### src/rtl/logic_unit_sched.sv
// logic_unit_sched: round-robin two-port scheduler for the shared 32-bit logic unit
// (OR, AND, NOT, NEGATE). The result is held in Z until the consumer accepts it.

module lu_or #(
    parameter int WIDTH = 32
) (
    input  logic [WIDTH-1:0] a_i,
    input  logic [WIDTH-1:0] b_i,
    output logic [WIDTH-1:0] z_o
);
    assign z_o = a_i | b_i;
endmodule

module lu_and #(
    parameter int WIDTH = 32
) (
    input  logic [WIDTH-1:0] a_i,
    input  logic [WIDTH-1:0] b_i,
    output logic [WIDTH-1:0] z_o
);
    assign z_o = a_i & b_i;
endmodule

module lu_not #(
    parameter int WIDTH = 32
) (
    input  logic [WIDTH-1:0] a_i,
    output logic [WIDTH-1:0] z_o
);
    assign z_o = ~a_i;
endmodule

module lu_neg #(
    parameter int WIDTH = 32
) (
    input  logic [WIDTH-1:0] a_i,
    output logic [WIDTH-1:0] z_o
);
    // Two's complement wraps: NEG(0) = 0 and NEG(most negative) = itself.
    assign z_o = ~a_i + {{(WIDTH-1){1'b0}}, 1'b1};
endmodule

// state | meaning
// IDLE  | arbitrating; the granted requester sees ready
// EXEC  | latched operands run through the logic unit; result captured into Z
// RESP  | Z presented to the consumer until resp_ready
module logic_unit_sched #(
    parameter int WIDTH = 32,
    parameter int CNT_W = 16
) (
    input  logic             clk,
    input  logic             clr,
    input  logic             req0_valid,
    output logic             req0_ready,
    input  logic [1:0]       req0_op,
    input  logic [WIDTH-1:0] req0_a,
    input  logic [WIDTH-1:0] req0_b,
    input  logic             req1_valid,
    output logic             req1_ready,
    input  logic [1:0]       req1_op,
    input  logic [WIDTH-1:0] req1_a,
    input  logic [WIDTH-1:0] req1_b,
    output logic             resp_valid,
    input  logic             resp_ready,
    output logic [WIDTH-1:0] resp_data,
    output logic             resp_id,
    output logic             resp_zero,
    output logic             busy,
    output logic [CNT_W-1:0] op_count
);

    typedef enum logic [1:0] {
        IDLE = 2'd0,
        EXEC = 2'd1,
        RESP = 2'd2
    } state_t;

    localparam logic [1:0] OP_OR  = 2'b00;
    localparam logic [1:0] OP_AND = 2'b01;
    localparam logic [1:0] OP_NOT = 2'b10;

    state_t           state_q, state_d;
    logic             last_grant_q, last_grant_d;
    logic [1:0]       op_q, op_d;
    logic [WIDTH-1:0] a_q, a_d;
    logic [WIDTH-1:0] b_q, b_d;
    logic             id_q, id_d;
    logic [WIDTH-1:0] z_q, z_d;
    logic             zero_q, zero_d;
    logic             rid_q, rid_d;
    logic [CNT_W-1:0] cnt_q, cnt_d;

    logic             grant0, grant1;
    logic             acc0, acc1;
    logic [WIDTH-1:0] or_z, and_z, not_z, neg_z;
    logic [WIDTH-1:0] mux_z;

    // On a tie the port that did not win last time gets the grant.
    assign grant0 = req0_valid && (!req1_valid || last_grant_q);
    assign grant1 = req1_valid && (!req0_valid || !last_grant_q);

    assign req0_ready = (state_q == IDLE) && grant0 && !clr;
    assign req1_ready = (state_q == IDLE) && grant1 && !clr;
    assign acc0       = req0_valid && req0_ready;
    assign acc1       = req1_valid && req1_ready;

    lu_or  #(.WIDTH(WIDTH)) u_or  (.a_i(a_q), .b_i(b_q), .z_o(or_z));
    lu_and #(.WIDTH(WIDTH)) u_and (.a_i(a_q), .b_i(b_q), .z_o(and_z));
    lu_not #(.WIDTH(WIDTH)) u_not (.a_i(a_q), .z_o(not_z));
    lu_neg #(.WIDTH(WIDTH)) u_neg (.a_i(a_q), .z_o(neg_z));

    always_comb begin
        case (op_q)
            OP_OR:   mux_z = or_z;
            OP_AND:  mux_z = and_z;
            OP_NOT:  mux_z = not_z;
            default: mux_z = neg_z;
        endcase
    end

    always_comb begin
        state_d      = state_q;
        last_grant_d = last_grant_q;
        op_d         = op_q;
        a_d          = a_q;
        b_d          = b_q;
        id_d         = id_q;
        z_d          = z_q;
        zero_d       = zero_q;
        rid_d        = rid_q;
        cnt_d        = cnt_q;
        case (state_q)
            IDLE: begin
                if (acc0) begin
                    op_d         = req0_op;
                    a_d          = req0_a;
                    b_d          = req0_b;
                    id_d         = 1'b0;
                    last_grant_d = 1'b0;
                    state_d      = EXEC;
                end else if (acc1) begin
                    op_d         = req1_op;
                    a_d          = req1_a;
                    b_d          = req1_b;
                    id_d         = 1'b1;
                    last_grant_d = 1'b1;
                    state_d      = EXEC;
                end
            end
            EXEC: begin
                z_d     = mux_z;
                zero_d  = (mux_z == '0);
                rid_d   = id_q;
                state_d = RESP;
            end
            RESP: begin
                if (resp_ready) begin
                    state_d = IDLE;
                    if (cnt_q != '1) begin
                        cnt_d = cnt_q + {{(CNT_W-1){1'b0}}, 1'b1};
                    end
                end
            end
            default: state_d = IDLE;
        endcase
    end

    always_ff @(posedge clk) begin
        if (clr) begin
            state_q      <= IDLE;
            last_grant_q <= 1'b1;
            op_q         <= 2'b00;
            a_q          <= '0;
            b_q          <= '0;
            id_q         <= 1'b0;
            z_q          <= '0;
            zero_q       <= 1'b0;
            rid_q        <= 1'b0;
            cnt_q        <= '0;
        end else begin
            state_q      <= state_d;
            last_grant_q <= last_grant_d;
            op_q         <= op_d;
            a_q          <= a_d;
            b_q          <= b_d;
            id_q         <= id_d;
            z_q          <= z_d;
            zero_q       <= zero_d;
            rid_q        <= rid_d;
            cnt_q        <= cnt_d;
        end
    end

    assign resp_valid = (state_q == RESP);
    assign busy       = (state_q != IDLE);
    assign resp_data  = z_q;
    assign resp_id    = rid_q;
    assign resp_zero  = zero_q;
    assign op_count   = cnt_q;

endmodule

### config.mk
export PLATFORM = sky130hd
export DESIGN_NAME = logic_unit_sched
export DESIGN_NICKNAME = d
export VERILOG_FILES = /design/src/rtl/logic_unit_sched.sv
export SDC_FILE = /design/constraint.sdc
export NUM_CORES = 1
export LEC_CHECK = 0
export ABC_AREA = 1
export CAP_MARGIN = 20
export CELL_PAD_IN_SITES_DETAIL_PLACEMENT = 0
export CELL_PAD_IN_SITES_GLOBAL_PLACEMENT = 1
export CORE_MARGIN = 2
export CORE_UTILIZATION = 36
export CTS_CLUSTER_DIAMETER = 200
export CTS_CLUSTER_SIZE = 20
export DETAILED_ROUTE_END_ITERATION = 10
export GPL_TIMING_DRIVEN = 0
export PLACE_DENSITY = 0.91
export SETUP_SLACK_MARGIN = 0.5
export SYNTH_ARGS = -nofsm -noshare
export SYNTH_HDL_FRONTEND = slang
export SYNTH_SLANG_ARGS = --single-unit
export TNS_END_PERCENT = 5
### constraint.sdc
create_clock -name clk -period 3.7 [get_ports clk]
set_input_delay 0.555 -clock clk [delete_from_list [all_inputs] [get_ports clk]]
set_output_delay 0.555 -clock clk [all_outputs]
set_load 0.02 [all_outputs]
==> out/results.ini <==
[outcome]
status = finished, final reports clean

[worst_setup_path]
slowest_stage = clkdlybuf4s50_1
cpMostUsedCell = clkdlybuf4s50_1
reg2reg_slack_ps = 1480
timing.rr.start = a_q[0]
end_kind = primary output
r2r-end = resp_zero
critical_path_class = input pin to primary output
cp_max_fo = 10
critPathBufInv = 5
cp-start-kind = input pin
max_stage_delay_ps = 630
crit_family = buffers and inverters
r2r_cells = 14
cp.required_ps = 3140
cp.arrival_ps = 2490
path_cells = clkdlybuf4s50_1 -> inv_1 -> a21oi_1 -> nand2_1 -> inv_2 -> clkbuf_2 -> clkdlybuf4s50_1

[route]
ant_nets = 0
first_iter_violations = 495
drc = 0
via_count = 7924
avgRoutedWirePerCell_um = 16.2
via_per_inst = 5.11
dr.pass1.iters = 5
finalWirelength_mm = 25.1

[global_routing]
antenna_found_initial = 0
first_global_vias = 7196
globalRouteTotalUtil_pct = 25.1
grt_first_pass_wirelength_mm = 39.3
grt_max_degree = 17
overflow = 0

[logic_synthesis]
ys_ff_latch = 120
yosysSeqAreaShare_pct = 35.0
synthesis.nets = 1236
ys_warn_count = 0
netlist_instances = 1097
synth_area_um2 = 6870
synth.distinct_cells = 37
syn_avg_cell_area_um2 = 6.26

[final_layout]
multiInputGateArea_um2 = 3800
num_antenna_cells = 0
fin_nets = 1444
fin_cells = 1551
seqCellArea_um2 = 2400
fill_cells = 1880
area_growth_pct = 40.4
final_util_pct = 51.6
drive_gt1_share_pct = 6.83

[sta]
rsz0062_at_grt = no
setup_viol = 0
holdWs_ps = 457
period_share_pct = 82.4
setup_ws_ps = 650
max_freq_ghz = 0.328
clock_skew_ps = 5.29
setup_tns_ps = 0
period_minus_slack_ps = 3050
slew_headroom_pct = 59.2
finalHoldViolCount = 0
drv_slew = 0
worstMarginPinSlew_ps = 613

[job]
drv_cap = 0

[die]
rows = 50
io_pins = 191
core_um2 = 18700
start_util_pct = 36.7
dieWidth_um = 142
design.die.area_um2 = 20200
die_height_um = 142

[power]
leakage_nw = 4.03
cellPowerDensity_nw_per_um2 = 485
peakVddDrop_uv = 307

[min_path]
holdPathStages = 2
holdCritStartpoint = last_grant_q
holdCritPathClass = register to register
min_to = last_grant_q

[clock_network]
numCtsBuffers = 17
clockBufferDepth = 2
htree_levels = 4
cts.sinks = 120
path_clk_slew_ps = 60
cts_tree = done
clk_latency_ps = 420
cts_root_buf = clkbuf_16
post_cts_buffers = 0

[place]
dp_worst_setup_slack_ps = 470
post-place-cells = 1520
dp_hpwl_mm = 19.8
io_buffers = 189
routabilityCongestion = 0.954

-- worst reg2reg max path, stage by stage (launching register included) --
cell and delay [ps]:
dfxtp_1 330, inv_1 120, ha_1 270, nand3_4 140, nor2_8 210, nand2_2 170, nor2_1 130, nand2_1 50
nand3_1 70, nand2_1 130, nor2_1 160, nand2_1 70, nor2_1 80, nand3_1 90, a21oi_1 120
-- worst max-delay path by stage --
| stage | endpoint | slack (ps) | start | depth (start not counted) |
|---|---|---|---|---|
| finish | req0_ready | 650 | req0_valid | 7 |
| floorplan | b_q[10] | 1740 | clr | 10 |
| global placement | req0_ready | 460 | req0_valid | 7 |
| global route | req0_ready | 520 | req0_valid | 7 |
| detailed placement | req0_ready | 470 | req0_valid | 7 |
| CTS | req0_ready | 640 | req0_valid | 7 |
-- synthesized netlist by cell type --
cell / n / share of area [%]
ha_1: 2 / 0.36
inv_1: 84 / 4.6
nor3b_1: 1 / 0.11
nand2_2: 5 / 0.46
o21ai_1: 9 / 0.66
clkinv_1: 1 / 0.055
nor4_1: 1 / 0.091
o22ai_1: 1 / 0.091
buf_1: 2 / 0.11
nand3_1: 34 / 2.5
o211ai_1: 9 / 0.98
nor3_1: 9 / 0.66
or2_2: 1 / 0.091
a31oi_1: 68 / 6.2
nand2_1: 310 / 17
o21ai_0: 139 / 10
nand3_4: 1 / 0.26
xor2_1: 1 / 0.13
nor2_1: 130 / 7.1
dfxtp_1: 120 / 35
nor2_8: 2 / 0.58
nand3b_1: 1 / 0.11
a21oi_1: 46 / 3.4
buf_2: 23 / 1.7
a211oi_1: 1 / 0.11
a211o_1: 2 / 0.26
nor2_2: 12 / 1.1
o21bai_1: 1 / 0.11
o31ai_1: 9 / 0.98
a21boi_0: 11 / 1.2
buf_4: 3 / 0.33
clkbuf_1: 39 / 2.1
buf_6: 2 / 0.33
inv_2: 9 / 0.49
nand4_1: 5 / 0.46
o21a_1: 2 / 0.22
a221o_1: 1 / 0.15
-- timing repair --
action | CTS | global route
resized for setup | 1 | 0
hold buffers | 0 | 0
setup endpoints to repair | 1 | 0
-- state kept, by name, summed over array words and instances (netlist names) --
| name | cells |
|---|---|
| a_q | 32 |
| b_q | 32 |
| resp_data | 32 |
| op_count | 16 |
| op_q | 2 |
| state_q | 2 |
| id_q | 1 |
| last_grant_q | 1 |
| resp_id | 1 |
| resp_zero | 1 |
-- area by class of cell --
class | instances | area share [%]
plain buffers | 69 | 3.27
clock buffers | 18 | 4.55
clock inverters | 13 | 1.54
inverters | 94 | 3.66
multi-input cells | 814 | 39.4
flip-flops and latches | 120 | 24.9
well taps | 234 | 3.04
repair buffers | 189 | 19.6
-- power breakdown --
group | leakage, nW | internal (W) | switching (W)
clock | 0.267 | 0.00101 | 0.000643
sequential | 0.986 | 0.00143 | 0.000120
combinational | 2.78 | 0.000566 | 0.000905
-- logic make-up after synthesis --
kind of cell    share of synthesized area, %
simple gates                            30.4
compound gates                          24.4
buf+inv                                 9.71
flops                                   35.0
fa+ha+maj                              0.364
xor+xnor                               0.128
-- layout by cell type (no fill, tap or decap), drive strengths merged --
master and instances:
nand2 315, clkdlybuf4s50 189, o21ai 148, nor2 144, dfxtp 120, inv 95, a31oi 68, clkbuf 57
a21oi 46, nand3 35, buf 30, a21boi 11, o31ai 9, o211ai 9, nor3 9, clkinvlp 6
nand4 5, clkinv 4, o21a 2, a211o 2, ha 2, bufinv 2, nand3b 1, a221o 1
o21bai 1, o22ai 1, a211oi 1, nor4 1, nor3b 1, or2 1, xor2 1
-- metal layers --
metal,global-route usage (%),vias up,share of wire (%)
li1,-,4040,-
met4,7.74,0,1.9
met2,38.9,298,44
met5,0,-,0
met3,4.64,38,6.5
met1,35.5,3548,48
-- stage by stage --
step	total power [W]	cell area [um2]
2_1_floorplan	0.00243	6870
3_3_place_gp	0.00302	9050
3_5_place_dp	0.00303	9050
4_1_cts	0.00467	9640
5_1_grt	0.00493	9640
6_report	0.00468	9640
Power figures use the tool's default switching activity.
